**config.mk**
```make
export PLATFORM = sky130hd
export DESIGN_NAME = spatz_issue_scoreboard
export DESIGN_NICKNAME = d
export VERILOG_FILES = /design/src/rtl/spatz_pkg.sv /design/src/rtl/spatz_sb_hazard_check.sv /design/src/rtl/spatz_issue_scoreboard.sv
export SDC_FILE = /design/constraint.sdc
export NUM_CORES = 1
export LEC_CHECK = 0
export CAP_MARGIN = 0
export CELL_PAD_IN_SITES_DETAIL_PLACEMENT = 1
export CELL_PAD_IN_SITES_GLOBAL_PLACEMENT = 1
export CORE_ASPECT_RATIO = 1.5
export CORE_MARGIN = 2
export CORE_UTILIZATION = 45
export CTS_CLUSTER_SIZE = 16
export DETAILED_ROUTE_END_ITERATION = 8
export PLACE_DENSITY = 0.85
export SETUP_SLACK_MARGIN = 0.4
export SLEW_MARGIN = 20
export SYNTH_ARGS = -nofsm -noshare
export SYNTH_HDL_FRONTEND = slang
export SYNTH_HIERARCHICAL = 1
export SYNTH_SLANG_ARGS = --single-unit
```
**constraint.sdc**
```tcl
create_clock -name clk_i -period 3.3 [get_ports clk_i]
set_clock_uncertainty 0.1 [all_clocks]
set_input_delay 0.66 -clock clk_i [delete_from_list [all_inputs] [get_ports clk_i]]
set_output_delay 0.66 -clock clk_i [all_outputs]
set_load 0.02 [all_outputs]
```
**src/rtl/spatz_pkg.sv**
```systemverilog
// spatz_pkg: shared Spatz request, response and scoreboard types
package spatz_pkg;
  localparam int unsigned NrParallelInstr = 4;
  localparam int unsigned NrVregs = 32;
  localparam int unsigned IdWidth = NrParallelInstr > 1 ? $clog2(NrParallelInstr) : 1;
  localparam int unsigned RegWidth = $clog2(NrVregs);
  typedef logic [IdWidth-1:0] spatz_id_t;
  typedef logic [RegWidth-1:0] vreg_t;
  typedef enum logic [1:0] {CON, VFU, LSU, SLD} ex_unit_e;
  typedef struct packed {
    spatz_id_t id;
    ex_unit_e ex_unit;
    vreg_t vd;
    vreg_t vs1;
    vreg_t vs2;
    logic use_vd;
    logic use_vs1;
    logic use_vs2;
    logic vd_is_src;
  } spatz_req_t;
  typedef struct packed {
    spatz_id_t id;
  } vfu_rsp_t;
  typedef struct packed {
    logic valid;
    vreg_t vd;
    vreg_t vs1;
    vreg_t vs2;
    logic use_vd;
    logic use_vs1;
    logic use_vs2;
    logic vd_is_src;
    ex_unit_e ex_unit;
  } scoreboard_entry_t;
  function automatic logic entry_conflicts(spatz_req_t r, scoreboard_entry_t e);
    logic raw, waw, war;
    raw = e.use_vd && ((r.use_vs1 && e.vd == r.vs1) || (r.use_vs2 && e.vd == r.vs2) || (r.vd_is_src && e.vd == r.vd));
    waw = r.use_vd && e.use_vd && e.vd == r.vd;
    war = r.use_vd && ((e.use_vs1 && e.vs1 == r.vd) || (e.use_vs2 && e.vs2 == r.vd) || (e.vd_is_src && e.vd == r.vd));
    return e.valid && (raw || waw || war);
  endfunction
endpackage

```
**src/rtl/spatz_sb_hazard_check.sv**
```systemverilog
// spatz_sb_hazard_check: hazard, free-slot and lowest-free-ID search over the in-flight table
module spatz_sb_hazard_check import spatz_pkg::*; (
  input  spatz_req_t                               req_i,
  input  scoreboard_entry_t [NrParallelInstr-1:0]  sb_i,
  output logic                                     hazard_o,
  output logic                                     free_o,
  output spatz_id_t                                id_o
);
  logic unused_fields;
  assign unused_fields = ^{req_i.id, req_i.ex_unit, sb_i};
  // scan every entry: any conflict blocks, first invalid entry is allocated
  always_comb begin
    hazard_o = 1'b0;
    free_o = 1'b0;
    id_o = '0;
    for (int i = 0; i < NrParallelInstr; i++) begin
      hazard_o = hazard_o | entry_conflicts(req_i, sb_i[i]);
      if (!sb_i[i].valid && !free_o) begin
        free_o = 1'b1;
        id_o = spatz_id_t'(i);
      end
    end
  end
endmodule

```
**src/rtl/spatz_issue_scoreboard.sv**
```systemverilog
// spatz_issue_scoreboard: allocates IDs, blocks register hazards and routes requests to VFU/VLSU
module spatz_issue_scoreboard import spatz_pkg::*; (
  input  logic       clk_i,
  input  logic       rst_ni,
  input  spatz_req_t spatz_req_i,
  input  logic       spatz_req_valid_i,
  output logic       spatz_req_ready_o,
  output spatz_req_t spatz_req_o,
  output logic       vfu_req_valid_o,
  input  logic       vfu_req_ready_i,
  output logic       vlsu_req_valid_o,
  input  logic       vlsu_req_ready_i,
  input  logic       vfu_rsp_valid_i,
  input  vfu_rsp_t   vfu_rsp_i,
  input  logic       vlsu_rsp_valid_i,
  input  spatz_id_t  vlsu_rsp_id_i,
  output logic       busy_o,
  output logic       err_o
);
  scoreboard_entry_t [NrParallelInstr-1:0] sb_q, sb_d;
  logic hazard, free, can_issue, is_vfu, is_lsu, fire, err_q, err_d;
  spatz_id_t alloc_id;
  spatz_sb_hazard_check i_hazard (
    .req_i   (spatz_req_i),
    .sb_i    (sb_q),
    .hazard_o(hazard),
    .free_o  (free),
    .id_o    (alloc_id)
  );
  assign is_vfu = spatz_req_i.ex_unit == VFU;
  assign is_lsu = spatz_req_i.ex_unit == LSU;
  assign can_issue = spatz_req_valid_i && !hazard && free;
  assign vfu_req_valid_o = can_issue && is_vfu;
  assign vlsu_req_valid_o = can_issue && is_lsu;
  assign fire = is_vfu ? vfu_req_valid_o && vfu_req_ready_i : is_lsu ? vlsu_req_valid_o && vlsu_req_ready_i : can_issue;
  assign spatz_req_ready_o = fire;
  assign err_o = err_q;
  // forward the request with its allocated ID
  always_comb begin
    spatz_req_o = spatz_req_i;
    spatz_req_o.id = alloc_id;
  end
  // busy reflects the registered table only
  always_comb begin
    busy_o = 1'b0;
    for (int i = 0; i < NrParallelInstr; i++) busy_o = busy_o | sb_q[i].valid;
  end
  // retire responses, flag stray IDs, record newly fired VFU/VLSU work
  always_comb begin
    sb_d = sb_q;
    err_d = err_q | (vfu_rsp_valid_i && !sb_q[vfu_rsp_i.id].valid) | (vlsu_rsp_valid_i && !sb_q[vlsu_rsp_id_i].valid);
    if (vfu_rsp_valid_i) sb_d[vfu_rsp_i.id].valid = 1'b0;
    if (vlsu_rsp_valid_i) sb_d[vlsu_rsp_id_i].valid = 1'b0;
    if (fire && (is_vfu || is_lsu)) sb_d[alloc_id] = '{
      valid: 1'b1, vd: spatz_req_i.vd, vs1: spatz_req_i.vs1, vs2: spatz_req_i.vs2,
      use_vd: spatz_req_i.use_vd, use_vs1: spatz_req_i.use_vs1, use_vs2: spatz_req_i.use_vs2,
      vd_is_src: spatz_req_i.vd_is_src, ex_unit: spatz_req_i.ex_unit};
  end
  // table and sticky error state
  always_ff @(posedge clk_i or negedge rst_ni) begin
    if (!rst_ni) begin
      sb_q <= '0;
      err_q <= 1'b0;
    end else begin
      sb_q <= sb_d;
      err_q <= err_d;
    end
  end
endmodule
```
---- Word-level counts from Yosys, hierarchy flattened ----
Cells that the tools add are included.
word-level totals
  register bits after elaboration ......... 89
  latch bits .............................. 0
  RAM bits ................................ 0
  memory bits (read-only) ................. 0
  output and inout bits ................... 28
  memories kept ........................... 0
cells by class
  $add $sub $neg .......................... 0
  multiply operators ...................... 0
  divide/modulo/power cells ............... 0
  magnitude comparators ................... 6
  eq/ne operators ......................... 22
  shifts and indexed selects .............. 0
  multiplexer cells ....................... 25
  bitwise gates (word level) .............. 8
  reductions and logical operators ........ 92
operator list
  operator                                                                              count
  88-bit bitwise mux                                                                    3
  88-bit two-way mux                                                                    3
  22-bit demux with 2-bit select                                                        3
  22-bit two-way mux                                                                    5
  5-bit == test                                                                         20
  22-bit binary-select mux with 2-bit select                                            2
  1-bit logical AND                                                                     59
  1-bit logical OR                                                                      25
  2-bit by 3-bit < comparator with 1-bit output (second input constant)                 3
  1-bit zero test                                                                       8
  1-bit OR                                                                              8
  1-bit two-way mux                                                                     7
  2-bit by 1-bit greater-or-equal comparator with 1-bit output (second input constant)  3
  2-bit two-way mux                                                                     2
  2-bit by 1-bit == test with 1-bit output (second input constant)                      1
  2-bit == test (second input constant)                                                 1

---- Longest topological paths before layout ----
  depth after elaboration ................. 20
  depth in mapped cells ................... 12

---- Hierarchy ----
Netlist, hierarchy kept.
modules (own cells, without submodules)
  module                  times used  cells an instance  area each (um2)  seq. area each (um2)
  spatz_issue_scoreboard  1           242                3647.2           2227.1
  spatz_sb_hazard_check   1           184                1396.3           0.0

---- Least setup slack after synthesis ----
No wires, ideal clock.
  path kind ............................... in2reg
  start ................................... input spatz_req_i[14] in the netlist's numbering
  end ..................................... register sb_q[83] in the netlist's numbering
  setup time .............................. 0.128 ns
  arrival ................................. 3.116 ns
  slack ................................... -0.043 ns
  stages on the path ...................... 11
  cells stage by stage .................... buf_6 > xor2_2 > nor3_1 > or4_1 > nor4_1 > nand4_1 > nand3b_4 > nor4_2 > nand3_1 > buf_2 > mux2_1
between the ends
  longest elaborated chain between the ends .. 19
  elaborated cells on any way between the ends .. 78
RTL lines
  item                                                   line                                               source
  from (decl)                                            spatz_issue_scoreboard.sv:5                        input spatz_req_t spatz_req_i,
  5-bit == test (on tied branches)                       spatz_pkg.sv:37, spatz_pkg.sv:38, spatz_pkg.sv:39
  1-bit logical AND (on tied branches)                   spatz_pkg.sv:37, spatz_pkg.sv:39
  1-bit logical OR (on tied branches)                    spatz_pkg.sv:37, spatz_pkg.sv:39
  1-bit logical AND or 1-bit logical OR (tied branches)  spatz_pkg.sv:37, spatz_pkg.sv:39
  1-bit logical OR or 1-bit logical AND (tied branches)  spatz_pkg.sv:40, spatz_pkg.sv:39
  1-bit logical OR                                       spatz_pkg.sv:40                                    return e.valid && (raw || waw || war);
  1-bit logical AND                                      spatz_pkg.sv:40
  1-bit OR (2 in series)                                 spatz_sb_hazard_check.sv:17                        hazard_o = hazard_o | entry_conflicts(req_i, sb_i[i]);
  (+1 left out)                                          -
  via hazard                                             spatz_issue_scoreboard.sv:21                       logic hazard, free, can_issue, is_vfu, is_lsu, fire, err_q, err_d;
  1-bit zero test *                                      spatz_issue_scoreboard.sv:32                       assign can_issue = spatz_req_valid_i && !hazard && free;
  1-bit logical AND * (2 in series)                      spatz_issue_scoreboard.sv:32
  1-bit logical AND                                      spatz_issue_scoreboard.sv:34                       assign vlsu_req_valid_o = can_issue && is_lsu;
  1-bit logical AND                                      spatz_issue_scoreboard.sv:35                       assign fire = is_vfu ? vfu_req_valid_o && vfu_req_ready_i : is_lsu ? vlsu_req_valid_o && vlsu_req_ready_i : ca ...
  1-bit two-way mux                                      spatz_issue_scoreboard.sv:35
  1-bit two-way mux *                                    spatz_issue_scoreboard.sv:35
  1-bit logical AND *                                    spatz_issue_scoreboard.sv:54                       if (fire && (is_vfu || is_lsu)) sb_d[alloc_id] = '{
  88-bit two-way mux *                                   spatz_issue_scoreboard.sv:54
  to (signal assigned)                                   spatz_issue_scoreboard.sv:62                       sb_q <= '0;
  to (signal assigned)                                   spatz_issue_scoreboard.sv:65                       sb_q <= sb_d;
  to (decl)                                              spatz_issue_scoreboard.sv:20                       scoreboard_entry_t [NrParallelInstr-1:0] sb_q, sb_d;
Mark *: on every way through the listed nets, which the timed path passes. The rest lies on a longest branch.

---- Final worst setup path ----
  start ................................... input spatz_req_i[11] in the netlist's numbering
  end ..................................... register sb_q[38] in the netlist's numbering
between the ends
  longest elaborated chain between the ends .. 20
  elaborated cells on any way between the ends .. 46
RTL lines
  item                               line                          source
  5-bit == test                      spatz_pkg.sv:37               raw = e.use_vd && ((r.use_vs1 && e.vd == r.vs1) || (r.use_vs2 && e.vd == r.vs2) || (r.vd_is_src && e.vd == r.v ...
  1-bit logical AND                  spatz_pkg.sv:37
  1-bit logical OR (2 in series)     spatz_pkg.sv:37
  1-bit logical AND                  spatz_pkg.sv:37
  1-bit logical OR (2 in series)     spatz_pkg.sv:40
  1-bit logical AND                  spatz_pkg.sv:40
  1-bit OR (2 in series)             spatz_sb_hazard_check.sv:17
  1-bit OR *                         spatz_sb_hazard_check.sv:17
  via hazard                         spatz_issue_scoreboard.sv:21
  1-bit zero test *                  spatz_issue_scoreboard.sv:32
  1-bit logical AND * (2 in series)  spatz_issue_scoreboard.sv:32
  1-bit logical AND                  spatz_issue_scoreboard.sv:34
  1-bit logical AND                  spatz_issue_scoreboard.sv:35
  1-bit two-way mux                  spatz_issue_scoreboard.sv:35
  1-bit two-way mux *                spatz_issue_scoreboard.sv:35
  1-bit logical AND *                spatz_issue_scoreboard.sv:54
  88-bit two-way mux *               spatz_issue_scoreboard.sv:54
Marks and branches as above.

==> impl_table.tex <==
\begin{tabular}{lr}
\hline
Metric & Value \\
\hline
\multicolumn{2}{l}{\textbf{Status}} \\
\quad Result of the run & finished, violations left \\
\quad Violations in the final reports & setup timing \\
\multicolumn{2}{l}{\textbf{Cells and area}} \\
\quad Layout overhead on the synthesized area & 44.2\% \\
\quad Fraction of layout instances using a drive strength above 1 & 44.7\% \\
\quad Ant. Diodes & 0 \\
\quad Final \#Nets & 566 \\
\multicolumn{2}{l}{\textbf{Floorplanning}} \\
\quad Width of the chip & $\sim$90 µm \\
\quad Placeable core area & 0.0104 mm² \\
\quad Initial core utilization & 45.6\% \\
\quad Number of primary I/O pins & 62 \\
\quad Std cell rows & 46 \\
\quad Die Outline Area & 0.0114 mm² \\
\quad Overall die height & 130 µm \\
\multicolumn{2}{l}{\textbf{Clocking}} \\
\quad Max Root-Sink Buffers & 2 \\
\quad Clk sink count & 81 \\
\quad Clock transition at the registers of the reported paths & 60 ps \\
\quad Clk Tree Root Cell & clkbuf\_16 \\
\quad Hold buffer count at CTS & 0 \\
\quad Insertion delay of the later-clocked pin in the worst-skew pair & 350 ps \\
\quad Inserted Clock Buffers & 9 \\
\quad H-tree level count & 3 \\
\quad TritonCTS clock tree & built \\
\multicolumn{2}{l}{\textbf{Global route}} \\
\quad Number of antenna violations at the first check in global routing & 0 \\
\quad Global-route wire length before repair & around 28000 µm \\
\quad Maximum number of pins on one net before global-route repair & 82 \\
\quad Vias in the first global route & between 4000 and 5000 \\
\quad GR Util All Layers & 34.6\% \\
\quad Total global routing overflow & 0 \\
\multicolumn{2}{l}{\textbf{Detailed routing}} \\
\quad Vias after detailed routing & 3987 \\
\quad Residual DRC & 0 \\
\quad Number of routed nets with antenna violations & 0 \\
\quad Total length of routed wires & 19400 µm \\
\quad Detail-routed via count per cell & 5.87 \\
\quad Average routed wire per standard cell & between 20 and 30 µm \\
\quad Number of DRC markers after the initial detailed-route iteration & around 250 \\
\quad Initial DRT Pass Iterations & 4 \\
\multicolumn{2}{l}{\textbf{Place}} \\
\quad DP HPWL & 10200 µm \\
\quad PortBufs & 59 \\
\quad Gp weighted congestion & 0.923 \\
\multicolumn{2}{l}{\textbf{Timing}} \\
\quad RSZ-0062 raised after global routing & true \\
\quad Portion of the clock cycle consumed by the worst path in the final layout & 105\% \\
\quad Post-route minimum period & 3480 ps \\
\quad Max-slew violation total from the final report & 0 \\
\quad Sum of negative setup slack & -5040 ps \\
\quad Worst Slack Setup Final & -176 ps \\
\quad Final setup vio count & 63 \\
\quad Top achievable clock speed & 288 MHz \\
\quad Worst slew margin relative to its limit & 49.2\% \\
\quad Hold Slack & 247 ps \\
\quad Slew at the pin closest to its max-slew limit & 761 ps \\
\quad Hold violation total from the final report & 0 \\
\multicolumn{2}{l}{\textbf{Setup path}} \\
\quad Category of the worst setup path launch point & input pin \\
\quad Longest individual stage delay on the worst path & 470 ps \\
\quad Critical-path top delay cell & clkdlybuf4s50\_1 \\
\quad Endpoint class of the critical path & flip-flop \\
\quad Class of the most critical setup path & in2reg \\
\quad Signal arrival time at the worst endpoint & 3600 ps \\
\quad Worst Path Max Fanout & 6 \\
\quad Required time worst endpoint & 3430 ps \\
\quad Cell Chain, Critical Path & clkdlybuf4s50\_1, buf\_6, xnor2\_2, nand4\_1, nor3\_2, nor4\_4, nand4\_1, nand3b\_4, nor4\_4, buf\_4, nand3b\_1, buf\_4, buf\_6, buf\_16, mux2\_2 \\
\multicolumn{2}{l}{\textbf{Synth}} \\
\quad Mean post-synth cell area & 11.6 µm² \\
\quad Cells after Synth & 410 \\
\quad Post-synthesis instance area & 0.00475 mm² \\
\quad Total nets after synthesis & 446 \\
\quad Ys Warns & 6 \\
\multicolumn{2}{l}{\textbf{Job}} \\
\quad Maximum capacitance violations & 0 \\
\multicolumn{2}{l}{\textbf{Pwr}} \\
\quad Static Leak & 3.02 nW \\
\quad Pwr per Cell Area & 769 mW/mm² \\
\quad Largest voltage drop on the vdd net & 0.513 mV \\
\multicolumn{2}{l}{\textbf{Worst hold path}} \\
\quad Class of the worst hold path & in2async \\
\hline
\end{tabular}
-- registers in the layout, summed over array words and instances (netlist names) --
register,flops
err_o,1
sb_q,80
-- path summary, 6_finish.rpt --
kind,startpoint,end,cells past startpoint,slack (ps)
worst max-delay path,spatz_req_i[11],sb_q[38],15,-180
worst min-delay path,rst_ni,sb_q[13],1,250
worst max register to register,sb_q[74],sb_q[38],14,-140
worst min register to register,err_o,err_o,2,400
max in group asynchronous,rst_ni,sb_q[21],1,2300
min in group clk_i,err_o,err_o,2,400
-- report_power, final --
part	total (W)	switching, W	internal [W]
Combinational	0.00223	0.000991	0.00123
Clock	0.00102	0.000422	0.000594
Sequential	0.00203	0.000574	0.00146
-- critical path: cells and delay by family --
| family | cells | cell delay [ps] |
|---|---|---|
| and+or+nand+nor | 7 | 1270 |
| xor gates and xnor gates | 1 | 110 |
| muxes | 1 | 280 |
| buffers and inverters | 6 | 1260 |
-- what timing repair did --
action / 4_1_cts / 5_1_grt
resized for setup: 143 / 37
buffers inserted: 26 / 6
cloned: 9 / 0
endpoints found under the setup margin: 86 / 84
pin swaps: 16 / 12
-- metal layers --
metal / GRT usage (%) / wire (µm) / share of wire, %
met2: 58.6 / 9980 / 52
met4: 24.3 / 1370 / 7.0
met3: 7.15 / 841 / 4.3
met5: 0 / 0 / 0
met1: 38.2 / 7180 / 37
-- final cells by class --
type | count | area [µm²]
fillers | 1007 | 3560
multi-input cells | 284 | 2760
flip-flops and latches | 81 | 2030
repair buffers | 148 | 1570
clock buffers | 15 | 288
well taps | 144 | 180
inverters | 6 | 22.5
clock inverters | 1 | 7.51
-- stage by stage --
stage	instances	power [W]	cell area, µm²	util, %	setup WS, ps
final	679	0.00527	6860	65.8	-176
after global routing	679	0.00545	6860	65.8	-286
after CTS	673	0.00495	6630	63.7	14.2
after detailed placement	622	0.00363	5710	54.9	-1030
after global placement	622	0.00347	5710	54.9	-978
after floorplan	410	0.00302	4850	-	125
-- placed cells by master (no fill, tap or decap), drive strengths merged, types with 13 or more instances in the layout --
master	n
nand3	13
nor3	13
nand4	25
xor2	29
buf	104
clkbuf	15
xnor2	71
mux2	77
clkdlybuf4s50	38
dfrtp	81
(Power assumes the default switching activity.)
